--- config.mk ---
export PLATFORM = sky130hd
export DESIGN_NAME = rf_writeback_arbiter_flat
export DESIGN_NICKNAME = d
export VERILOG_FILES = /design/src/rtl/rf_writeback_arbiter_if.sv /design/src/rtl/rf_writeback_arbiter.sv /design/src/flat_wrapper.sv
export SDC_FILE = /design/constraint.sdc
export NUM_CORES = 1
export LEC_CHECK = 0
export CORE_MARGIN = 5
export CORE_UTILIZATION = 50
export DETAILED_ROUTE_END_ITERATION = 10
export PLACE_DENSITY = 0.76
export SLEW_MARGIN = 20
export SYNTH_ARGS = -nofsm -noshare
export SYNTH_HDL_FRONTEND = slang
export SYNTH_SLANG_ARGS = --single-unit
export TNS_END_PERCENT = 30
--- constraint.sdc ---
create_clock -name clk -period 2.7 [get_ports clk]
set_input_delay 0.405 -clock clk [delete_from_list [all_inputs] [get_ports clk]]
set_output_delay 0.405 -clock clk [all_outputs]
set_load 0.005 [all_outputs]
--- src/rtl/rf_writeback_arbiter_if.sv ---
// Writeback-side bundle: ALU and memory result handshakes, regfile write
// port and the pending-write mask seen by issue.
interface rf_writeback_arbiter_if #(
    parameter int DATA_W = 28,
    parameter int ADDR_W = 4
);
    logic                  alu_valid;
    logic                  alu_ready;
    logic [ADDR_W-1:0]     alu_dest;
    logic [DATA_W-1:0]     alu_data;
    logic                  mem_valid;
    logic                  mem_ready;
    logic [ADDR_W-1:0]     mem_dest;
    logic [DATA_W-1:0]     mem_data;
    logic                  rf_wen;
    logic [ADDR_W-1:0]     rf_dest;
    logic [DATA_W-1:0]     rf_data;
    logic [2**ADDR_W-1:0]  busy;

    // Producer side (ALU/memory pipes, regfile, issue)
    modport master (
        output alu_valid, alu_dest, alu_data, mem_valid, mem_dest, mem_data,
        input  alu_ready, mem_ready, rf_wen, rf_dest, rf_data, busy
    );

    // Arbiter side
    modport slave (
        input  alu_valid, alu_dest, alu_data, mem_valid, mem_dest, mem_data,
        output alu_ready, mem_ready, rf_wen, rf_dest, rf_data, busy
    );
endinterface

--- src/rtl/rf_writeback_arbiter.sv ---
// Writeback arbiter: ALU results win the single regfile write port unless the
// memory-result FIFO is full or its head has been bypassed MAX_WAIT cycles.
// Memory results are queued in order; busy[] flags registers with queued writes.
module rf_writeback_arbiter #(
    parameter int DATA_W   = 28,
    parameter int ADDR_W   = 4,
    parameter int DEPTH    = 4,
    parameter int MAX_WAIT = 3
) (
    input  logic                   clk,
    input  logic                   rst_n,
    rf_writeback_arbiter_if.slave  wb
);
    localparam int PTR_W  = $clog2(DEPTH);
    localparam int CNT_W  = PTR_W + 1;
    localparam int NREG   = 2**ADDR_W;
    localparam int WAIT_W = $clog2(MAX_WAIT + 1);

    logic [ADDR_W-1:0] fifo_dest_q [DEPTH];
    logic [ADDR_W-1:0] fifo_dest_d [DEPTH];
    logic [DATA_W-1:0] fifo_data_q [DEPTH];
    logic [DATA_W-1:0] fifo_data_d [DEPTH];
    logic [PTR_W-1:0]  wr_ptr_q, wr_ptr_d, rd_ptr_q, rd_ptr_d;
    logic [CNT_W-1:0]  count_q, count_d;
    logic [WAIT_W-1:0] wait_cnt_q, wait_cnt_d;
    logic              rf_wen_q, rf_wen_d;
    logic [ADDR_W-1:0] rf_dest_q, rf_dest_d;
    logic [DATA_W-1:0] rf_data_q, rf_data_d;

    logic              force_mem, alu_ready, mem_ready, alu_take, pop, push;
    logic [NREG-1:0]   busy;

    // Source selection, FIFO bookkeeping and starvation counter
    always_comb begin
        force_mem  = (count_q == CNT_W'(DEPTH)) || (wait_cnt_q >= WAIT_W'(MAX_WAIT));
        alu_ready  = ~force_mem;
        mem_ready  = (count_q < CNT_W'(DEPTH));
        alu_take   = wb.alu_valid & alu_ready;
        pop        = ~alu_take & (count_q != '0);
        // dest 0 writes are accepted but never queued
        push       = wb.mem_valid & mem_ready & (wb.mem_dest != '0);

        fifo_dest_d = fifo_dest_q;
        fifo_data_d = fifo_data_q;
        wr_ptr_d    = wr_ptr_q;
        rd_ptr_d    = rd_ptr_q;
        rf_wen_d    = 1'b0;
        rf_dest_d   = rf_dest_q;
        rf_data_d   = rf_data_q;

        if (push) begin
            fifo_dest_d[wr_ptr_q] = wb.mem_dest;
            fifo_data_d[wr_ptr_q] = wb.mem_data;
            wr_ptr_d              = wr_ptr_q + 1'b1;
        end

        if (alu_take) begin
            rf_wen_d  = (wb.alu_dest != '0);
            rf_dest_d = wb.alu_dest;
            rf_data_d = wb.alu_data;
        end else if (pop) begin
            rf_wen_d  = (fifo_dest_q[rd_ptr_q] != '0);
            rf_dest_d = fifo_dest_q[rd_ptr_q];
            rf_data_d = fifo_data_q[rd_ptr_q];
            rd_ptr_d  = rd_ptr_q + 1'b1;
        end

        count_d = count_q + CNT_W'(push) - CNT_W'(pop);

        // Counts cycles the current head has been passed over by the ALU
        if (pop || count_q == '0)
            wait_cnt_d = '0;
        else if (wait_cnt_q < WAIT_W'(MAX_WAIT))
            wait_cnt_d = wait_cnt_q + 1'b1;
        else
            wait_cnt_d = wait_cnt_q;
    end

    // Pending-write mask: decode dests of occupied FIFO slots
    always_comb begin
        logic [PTR_W-1:0] off;
        busy = '0;
        for (int i = 0; i < DEPTH; i++) begin
            off = PTR_W'(i) - rd_ptr_q;
            if (CNT_W'(off) < count_q)
                busy[fifo_dest_q[i]] = 1'b1;
        end
        busy[0] = 1'b0;
    end

    // State registers; reset discards any queued results
    always_ff @(posedge clk or negedge rst_n) begin
        if (!rst_n) begin
            for (int i = 0; i < DEPTH; i++) begin
                fifo_dest_q[i] <= '0;
                fifo_data_q[i] <= '0;
            end
            wr_ptr_q   <= '0;
            rd_ptr_q   <= '0;
            count_q    <= '0;
            wait_cnt_q <= '0;
            rf_wen_q   <= 1'b0;
            rf_dest_q  <= '0;
            rf_data_q  <= '0;
        end else begin
            fifo_dest_q <= fifo_dest_d;
            fifo_data_q <= fifo_data_d;
            wr_ptr_q    <= wr_ptr_d;
            rd_ptr_q    <= rd_ptr_d;
            count_q     <= count_d;
            wait_cnt_q  <= wait_cnt_d;
            rf_wen_q    <= rf_wen_d;
            rf_dest_q   <= rf_dest_d;
            rf_data_q   <= rf_data_d;
        end
    end

    assign wb.alu_ready = alu_ready;
    assign wb.mem_ready = mem_ready;
    assign wb.rf_wen    = rf_wen_q;
    assign wb.rf_dest   = rf_dest_q;
    assign wb.rf_data   = rf_data_q;
    assign wb.busy      = busy;
endmodule
--- src/flat_wrapper.sv ---
// flat-port wrapper written by rule: the top's interface ports become plain ports
module rf_writeback_arbiter_flat 
#(
    parameter int DATA_W   = 28,
    parameter int ADDR_W   = 4,
    parameter int DEPTH    = 4,
    parameter int MAX_WAIT = 3
)
  (clk, rst_n, wb_alu_valid, wb_alu_dest, wb_alu_data, wb_mem_valid, wb_mem_dest, wb_mem_data, wb_alu_ready, wb_mem_ready, wb_rf_wen, wb_rf_dest, wb_rf_data, wb_busy);
  rf_writeback_arbiter_if #(.DATA_W(DATA_W), .ADDR_W(ADDR_W)) wb_i ();
  input  logic clk;
  input  logic rst_n;
  input wire logic [$bits(wb_i.alu_valid)-1:0] wb_alu_valid;
  input wire logic [$bits(wb_i.alu_dest)-1:0] wb_alu_dest;
  input wire logic [$bits(wb_i.alu_data)-1:0] wb_alu_data;
  input wire logic [$bits(wb_i.mem_valid)-1:0] wb_mem_valid;
  input wire logic [$bits(wb_i.mem_dest)-1:0] wb_mem_dest;
  input wire logic [$bits(wb_i.mem_data)-1:0] wb_mem_data;
  output wire logic [$bits(wb_i.alu_ready)-1:0] wb_alu_ready;
  output wire logic [$bits(wb_i.mem_ready)-1:0] wb_mem_ready;
  output wire logic [$bits(wb_i.rf_wen)-1:0] wb_rf_wen;
  output wire logic [$bits(wb_i.rf_dest)-1:0] wb_rf_dest;
  output wire logic [$bits(wb_i.rf_data)-1:0] wb_rf_data;
  output wire logic [$bits(wb_i.busy)-1:0] wb_busy;
  assign wb_i.alu_valid = wb_alu_valid;
  assign wb_i.alu_dest = wb_alu_dest;
  assign wb_i.alu_data = wb_alu_data;
  assign wb_i.mem_valid = wb_mem_valid;
  assign wb_i.mem_dest = wb_mem_dest;
  assign wb_i.mem_data = wb_mem_data;
  assign wb_alu_ready = wb_i.alu_ready;
  assign wb_mem_ready = wb_i.mem_ready;
  assign wb_rf_wen = wb_i.rf_wen;
  assign wb_rf_dest = wb_i.rf_dest;
  assign wb_rf_data = wb_i.rf_data;
  assign wb_busy = wb_i.busy;
  rf_writeback_arbiter #(.DATA_W(DATA_W), .ADDR_W(ADDR_W), .DEPTH(DEPTH), .MAX_WAIT(MAX_WAIT)) u_core (.clk(clk), .rst_n(rst_n), .wb(wb_i));
endmodule
# --- After elaboration in Yosys (flattened, before gate mapping) ---
# Cells that the tools add are included.
classes:
  add_sub_neg: 9
  order_cmp: 18
  n_eq_ne: 1
  n_mux: 32
  n_bitwise: 11
  reduce_logical: 15
op_table:
  columns: ["op", "count"]
  rows:
  - ["two-way mux 28 bit", 5]
  - ["bitwise mux 112 bit", 1]
  - ["two-way mux 16 bit", 4]
  - ["binary-select mux 28 bit (select 2 bit)", 1]
  - ["demux 28 bit (select 2 bit)", 1]
  - ["bitwise OR 16 bit", 3]
  - ["< comparator 4 x 5 -> 1 bit, second input constant", 4]
  - ["two-way mux 4 bit", 5]
  - ["bitwise mux 16 bit", 1]
  - ["demux 1 bit (select 4 bit)", 4]
  - ["greater-or-equal comparator 4 x 1 -> 1 bit, second input constant", 4]
  - ["< comparator 2 x 3 -> 1 bit", 4]
  - ["nonzero test 4 bit", 3]
  - ["binary-select mux 4 bit (select 2 bit)", 1]
  - ["demux 4 bit (select 2 bit)", 1]
  - ["adder 2 x 1 -> 2 bit, second input constant", 3]
  - ["greater-or-equal comparator 3 bit, second input constant", 2]
  - ["two-way mux 1 bit", 6]
  - ["inverter 2 -> 3 bit", 2]
  - ["logical AND 1 bit", 5]
  - ["AND 1 bit", 4]
  - ["two-way mux 2 bit", 2]
  - ["nonzero test 2 bit", 2]
  - ["subtractor 1 x 2 -> 2 bit, first input constant", 2]
  - ["13 further kinds", 16]
totals:
  ff_bits: 170
  in_bits: 68
  output_inout_bits: 51
  word_cells: 101

# --- Longest topological paths before layout ---
logic_depth:
  word_depth: 11
  depth_mapped: 11
  depth_no_buf: 10

# --- Least setup slack after synthesis ---
# Ideal clock, no wire load.
synth_timing:
  path_kind: "register -> output"
  start: "reg u_core.rd_ptr_q[1]"
  end: "out wb_busy[15]"
  arrival_ns: 2.522
  setup_slack_ns: -0.227
  path_stages_with_launch: 10
  n_path_buf: 2
  path_cell_list: "dfrtp_1 clkbuf_1 buf_1 xor2_1 inv_1 ha_1 nor2b_1 a2111oi_0 nand3_1 o211ai_1"
synth_via:
  elab_chain_len: 9
synth_lines:
  columns: ["element", "line_no", "source"]
  rows:
  - ["from (decl)", "rf_writeback_arbiter.sv:23", "logic [PTR_W-1:0] wr_ptr_q, wr_ptr_d, rd_ptr_q, rd_ptr_d;"]
  - ["from (signal assigned)", "rf_writeback_arbiter.sv:109", "rd_ptr_q <= rd_ptr_d;"]
  - ["subtractor 1 x 2 -> 2 bit", "rf_writeback_arbiter.sv:84", "off = PTR_W'(i) - rd_ptr_q;"]
  - ["< comparator 2 x 3 -> 1 bit", "rf_writeback_arbiter.sv:85", "if (CNT_W'(off) < count_q)"]
  - ["two-way mux 16 bit", "rf_writeback_arbiter.sv:85", null]
  - ["bitwise OR 16 bit (no source line)", null, null]
  - ["two-way mux 16 bit", "rf_writeback_arbiter.sv:85", null]
  - ["bitwise OR 16 bit (no source line)", null, null]
  - ["two-way mux 16 bit", "rf_writeback_arbiter.sv:85", null]
  - ["bitwise OR 16 bit (no source line)", null, null]
  - ["two-way mux 16 bit (*)", "rf_writeback_arbiter.sv:85", null]
  - ["to (decl)", "flat_wrapper.sv:24", "output wire logic [$bits(wb_i.busy)-1:0] wb_busy;"]
# Every way passes the cells marked *; elsewhere a longest branch is shown, timed or not.

# --- Worst setup path in the final report ---
layout_timing:
  start: "reg u_core.rd_ptr_q[1]"
  end: "out wb_busy[5]"
# The elaborated chain is that of the path after synthesis.

==> impl_summary.md <==
Floorplanning
The floorplan step defined a die boundary enclosing 0.0206 mm2. The number of rows in the core area is 48. The die extent in y is 144 um.

The horizontal die dimension is 144 um. The core region is 0.0174 mm2. Once the floorplan was initialized, standard cells occupied 51.3% of the core. During I/O placement, the number of pins put on the boundary was 119.

Finish
Leaving out fill and tap cells, the most frequent cell in the layout is dfrtp_1. The share of final-layout standard cells stronger than drive strength 1 is 39.9%. The library cells used most frequently in the layout, excluding fill and tap cells, are 167 x dfrtp_1, 120 x mux2_4, 101 x clkdlybuf4s50_1.

The multi-input combinational cells in the finished layout cover a total of 0.00457 mm2. The number of inserted diodes is 0. The layout has 1,216 filler cells. The flip-flop and latch area is 0.00426 mm2.

The relative area change from synthesis to final layout is 29.9%. In the final design database the tool counted 863 nets.

Global route
The number of global-route vias before repair is 6,402. The overall global routing resource usage is 22.5%. The total congestion overflow is 0. The global-route wire length before repair is 35,500 um.

The number of antenna violations at the first check in global routing is 0. The pin count of the biggest net entering global routing is 68.

Timing
The number of pins with negative max-slew slack in the final report was 0. The minimum clock period is 2.93 ns. The total count of hold-check failures in the final report was 0.

Across all hold checks on the routed design, the worst slack comes to 0.461 ns. The worst pin sits at a relative slew slack of 56.7%. At the pin with the least slew margin, the transition time is 0.650 ns. Setup violations remaining at the end of the flow were counted as 14.

Static timing analysis puts the maximum clock frequency at 342 MHz. The final critical-path setup slack is -0.226 ns. Setup repair after global routing could not meet its margin everywhere. The final critical path takes up 108% of the cycle. On the final layout, the worst clock skew is 0.0126 ns.

Logic synthesis
For this run, asynchronously set or reset flops after synthesis account for 100%. The synthesized area per cell is 14.3 um2. The netlist uses 42 different library cells. The number of nets handed over by synthesis was 703. The multiplexer share of the synthesized area is 32.8%. The biggest area contributor in the post-synthesis netlist is dfrtp_1.

Counting flops with a built-in enable in the synthesized netlist gives 0. The Yosys step of the flow raised 0 warnings. The synthesized instance count is 623.

The synthesized design devotes to its leading area cell type 47.6% of total area. Sorting the synthesized cells by area gives the leading types as dfrtp_1 48%, mux2_4 20%, mux4_2 8.1%. Of the total synthesized cell area, the portion taken by AND, OR, NAND and NOR gates is 6.67%. The largest family of logic cells by synthesized area is multiplexers. The area share of fa/ha/maj cells after synthesis is 1.77%. The post-synthesis share of cell area spent on xor and xnor gates is 0.588%.

For this run, the leading register cell type out of synthesis is dfrtp_1. The synthesized cell area is 0.00893 mm2. The synthesized-area fraction occupied by ao, oa, aoi and oai cells is 5.48%.

The synthesized flop and latch total is 170. The sequential-to-total area share from yosys stat is 47.6%.

Worst setup path
At the worst endpoint, the required time is 2.30 ns. By startpoint and endpoint, the worst setup path is classified as register to output pin. STA classifies the critical path startpoint as a register. The cell with the biggest individual delay on the critical path is dfrtp_2. Across all register-to-register paths, the minimum setup slack is 0.19 ns. Data on the critical path arrives at its endpoint at 2.52 ns. In this run the worst path has a maximum fanout of 4.

The capturing element type of the critical path is an output pin. The signal on the critical path passes through xor2_2 > inv_1 > ha_1 > nor2b_4 > a2111oi_4 > buf_4 > buf_6 > a22oi_1 > o211ai_1 > buf_2. On the worst path, the slowest cell contributes a delay of 0.43 ns.

Detailed routing
Before antenna repair, the detailed router went through 4 iterations. For this block, the initial DRC count from the detailed router was 323. Across all layers, the routed design uses 5,842 vias. The routed design has 22,600 um of wire. Once detail routing completed, the nets flagged for antenna violations numbered 0. In the final routed layout, each cell accounts on average for 22.1 um. In the routed design, unresolved DRC markers number 0. The number of vias per cell after detailed routing is 5.72.

Clock network
Clock-pin slew was measured on the worst setup and hold paths at 0.06 ns. TritonCTS built the clock tree. The root buffer cell chosen for the clock tree is clkbuf_16. The clock passes through at most 2 buffers. In this run, CTS created clock tree buffers numbering 17. The clock sink count is 170. The worst-skew pair later-pin latency is 0.44 ns. The H-tree generated during clock tree synthesis spans 4 levels.

Placement
The setup slack after placement is -0.143 ns. The count of port buffers added during placement is 117. The placed wire-length estimate after detailed placement is 15,400 um. The routability-driven placement congestion ratio is 0.828.

Power and ir drop
The fraction of power consumed by combinational cells is 50.4%. The worst-case IR drop observed on VDD is 0.675 mV. The internal power contribution is 9.97 mW.

The clock share of power is 17.6%. The switching power share of the total is 35.0%. The power density over cell area is 1320 mW/mm2. The static power due to leakage is 5.26 nW. The fraction of power consumed by sequential logic is 32.0%. The power dissipated by switching net loads is 5.36 mW.

Status
The flow ran to the end, but the final reports show violations. The final reports fail on negative setup slack.

Flow run
The max-capacitance violation count is 0.

Worst hold path
The kind of path behind the tightest hold check is register to register.
[registers in the layout, indices dropped and copies added, names as in the netlist]
signal,count
u_core.count_q,3
u_core.fifo_data_q,112
u_core.fifo_dest_q,16
u_core.rd_ptr_q,2
u_core.wait_cnt_q,2
u_core.wb.rf_data,28
u_core.wb.rf_dest,4
u_core.wb.rf_wen,1
u_core.wr_ptr_q,2
[timing repair]
item | in CTS | in global routing
pin swaps | 26 | 2
hold buffers | 1 | 0
endpoints found under the hold margin | 52 | 0
buffers inserted | 17 | 0
setup endpoints to repair | 15 | 16
gates resized for setup | 99 | 13
[critical path, delay by kind of cell, from the launching register on]
kind | cells | cell delay, ns
buf+inv | 4 | 0.48
flops | 1 | 0.43
compound gates | 3 | 0.39
simple gates | 1 | 0.31
fa+ha+maj | 1 | 0.28
xor+xnor | 1 | 0.20
[per-layer routing]
layer  vias to the layer above  global-route usage [%]  part of all wire [%]
met5                         -                       0                     0
met4                         0                    7.28                   2.2
met3                        42                    4.76                   4.9
met2                       181                    37.0                    50
met1                      3018                    30.0                    43
li1                       2601                       -                     -
[logic make-up after synthesis]
family                   after synthesis
AND/OR/NAND/NOR                      112
multiplexers                         192
adder cells (fa/ha/maj)               12
other                                  1
AO/OA/AOI/OAI                         73
XOR/XNOR                               6
buffers and inverters                 57
flip-flops                           170
[final timing paths]
| kind | start | endpoint | cells past startpoint |
|---|---|---|---|
| min in group asynchronous | rst_n | u_core.wb.rf_data[6] | 2 |
| max reg2reg | u_core.count_q[1] | u_core.count_q[2] | 11 |
| min reg2reg | u_core.wait_cnt_q[0] | u_core.wait_cnt_q[0] | 1 |
| max | u_core.rd_ptr_q[1] | wb_busy[5] | 10 |
| min | u_core.wait_cnt_q[0] | u_core.wait_cnt_q[0] | 1 |
| max in group asynchronous | rst_n | u_core.rd_ptr_q[1] | 3 |
[power groups by stage]
stage / clock, mW / sequential (mW) / combinational, mW
2_1_floorplan: 0 / 4.44 / 4.86
3_3_place_gp: 0 / 4.71 / 6.91
3_5_place_dp: 0 / 4.83 / 7.08
4_1_cts: 2.73 / 4.87 / 7.67
5_1_grt: 2.86 / 5.06 / 8.29
6_report: 2.69 / 4.91 / 7.72
[metrics by stage]
stage | power, mW | util (%) | cell area (um2) | cells | TNS (ns)
5_1_grt | 16.2 | 66.6 | 11600 | 1021 | -3.43
3_3_place_gp | 11.6 | 60.5 | 10500 | 971 | -1.67
4_1_cts | 15.3 | 66.4 | 11600 | 1021 | -2.03
3_5_place_dp | 11.9 | 60.5 | 10500 | 971 | -1.81
2_1_floorplan | 9.30 | - | 8970 | 623 | 0
6_report | 15.3 | 66.6 | 11600 | 1021 | -1.81
[area by class of cell]
type                    count  share of cell area (%)
multi-input cells         396                    39.4
inverters                  17                   0.572
well taps                 225                    2.43
repair buffers            181                    15.2
clock buffers              17                    3.67
flip-flops and latches    170                    36.7
clock inverters            15                    1.96
[synth_stat cells (3+ instances only)]
cell and n:
a2111oi_0 4, a2111oi_1 8, a22oi_1 15, buf_1 3, buf_12 13, buf_2 10
clkbuf_1 12, dfrtp_1 170, ha_1 11, inv_1 17, mux2_2 8, mux2_4 120
mux2i_1 32, mux4_2 32, nand2_1 53, nand2_8 4, nand3_1 14, nand3b_1 3
nor2_1 12, nor2b_1 12, o211ai_1 7, o21ai_0 33, or3b_2 3, xnor2_1 4
No activity file was read; power rests on OpenSTA's default activity.
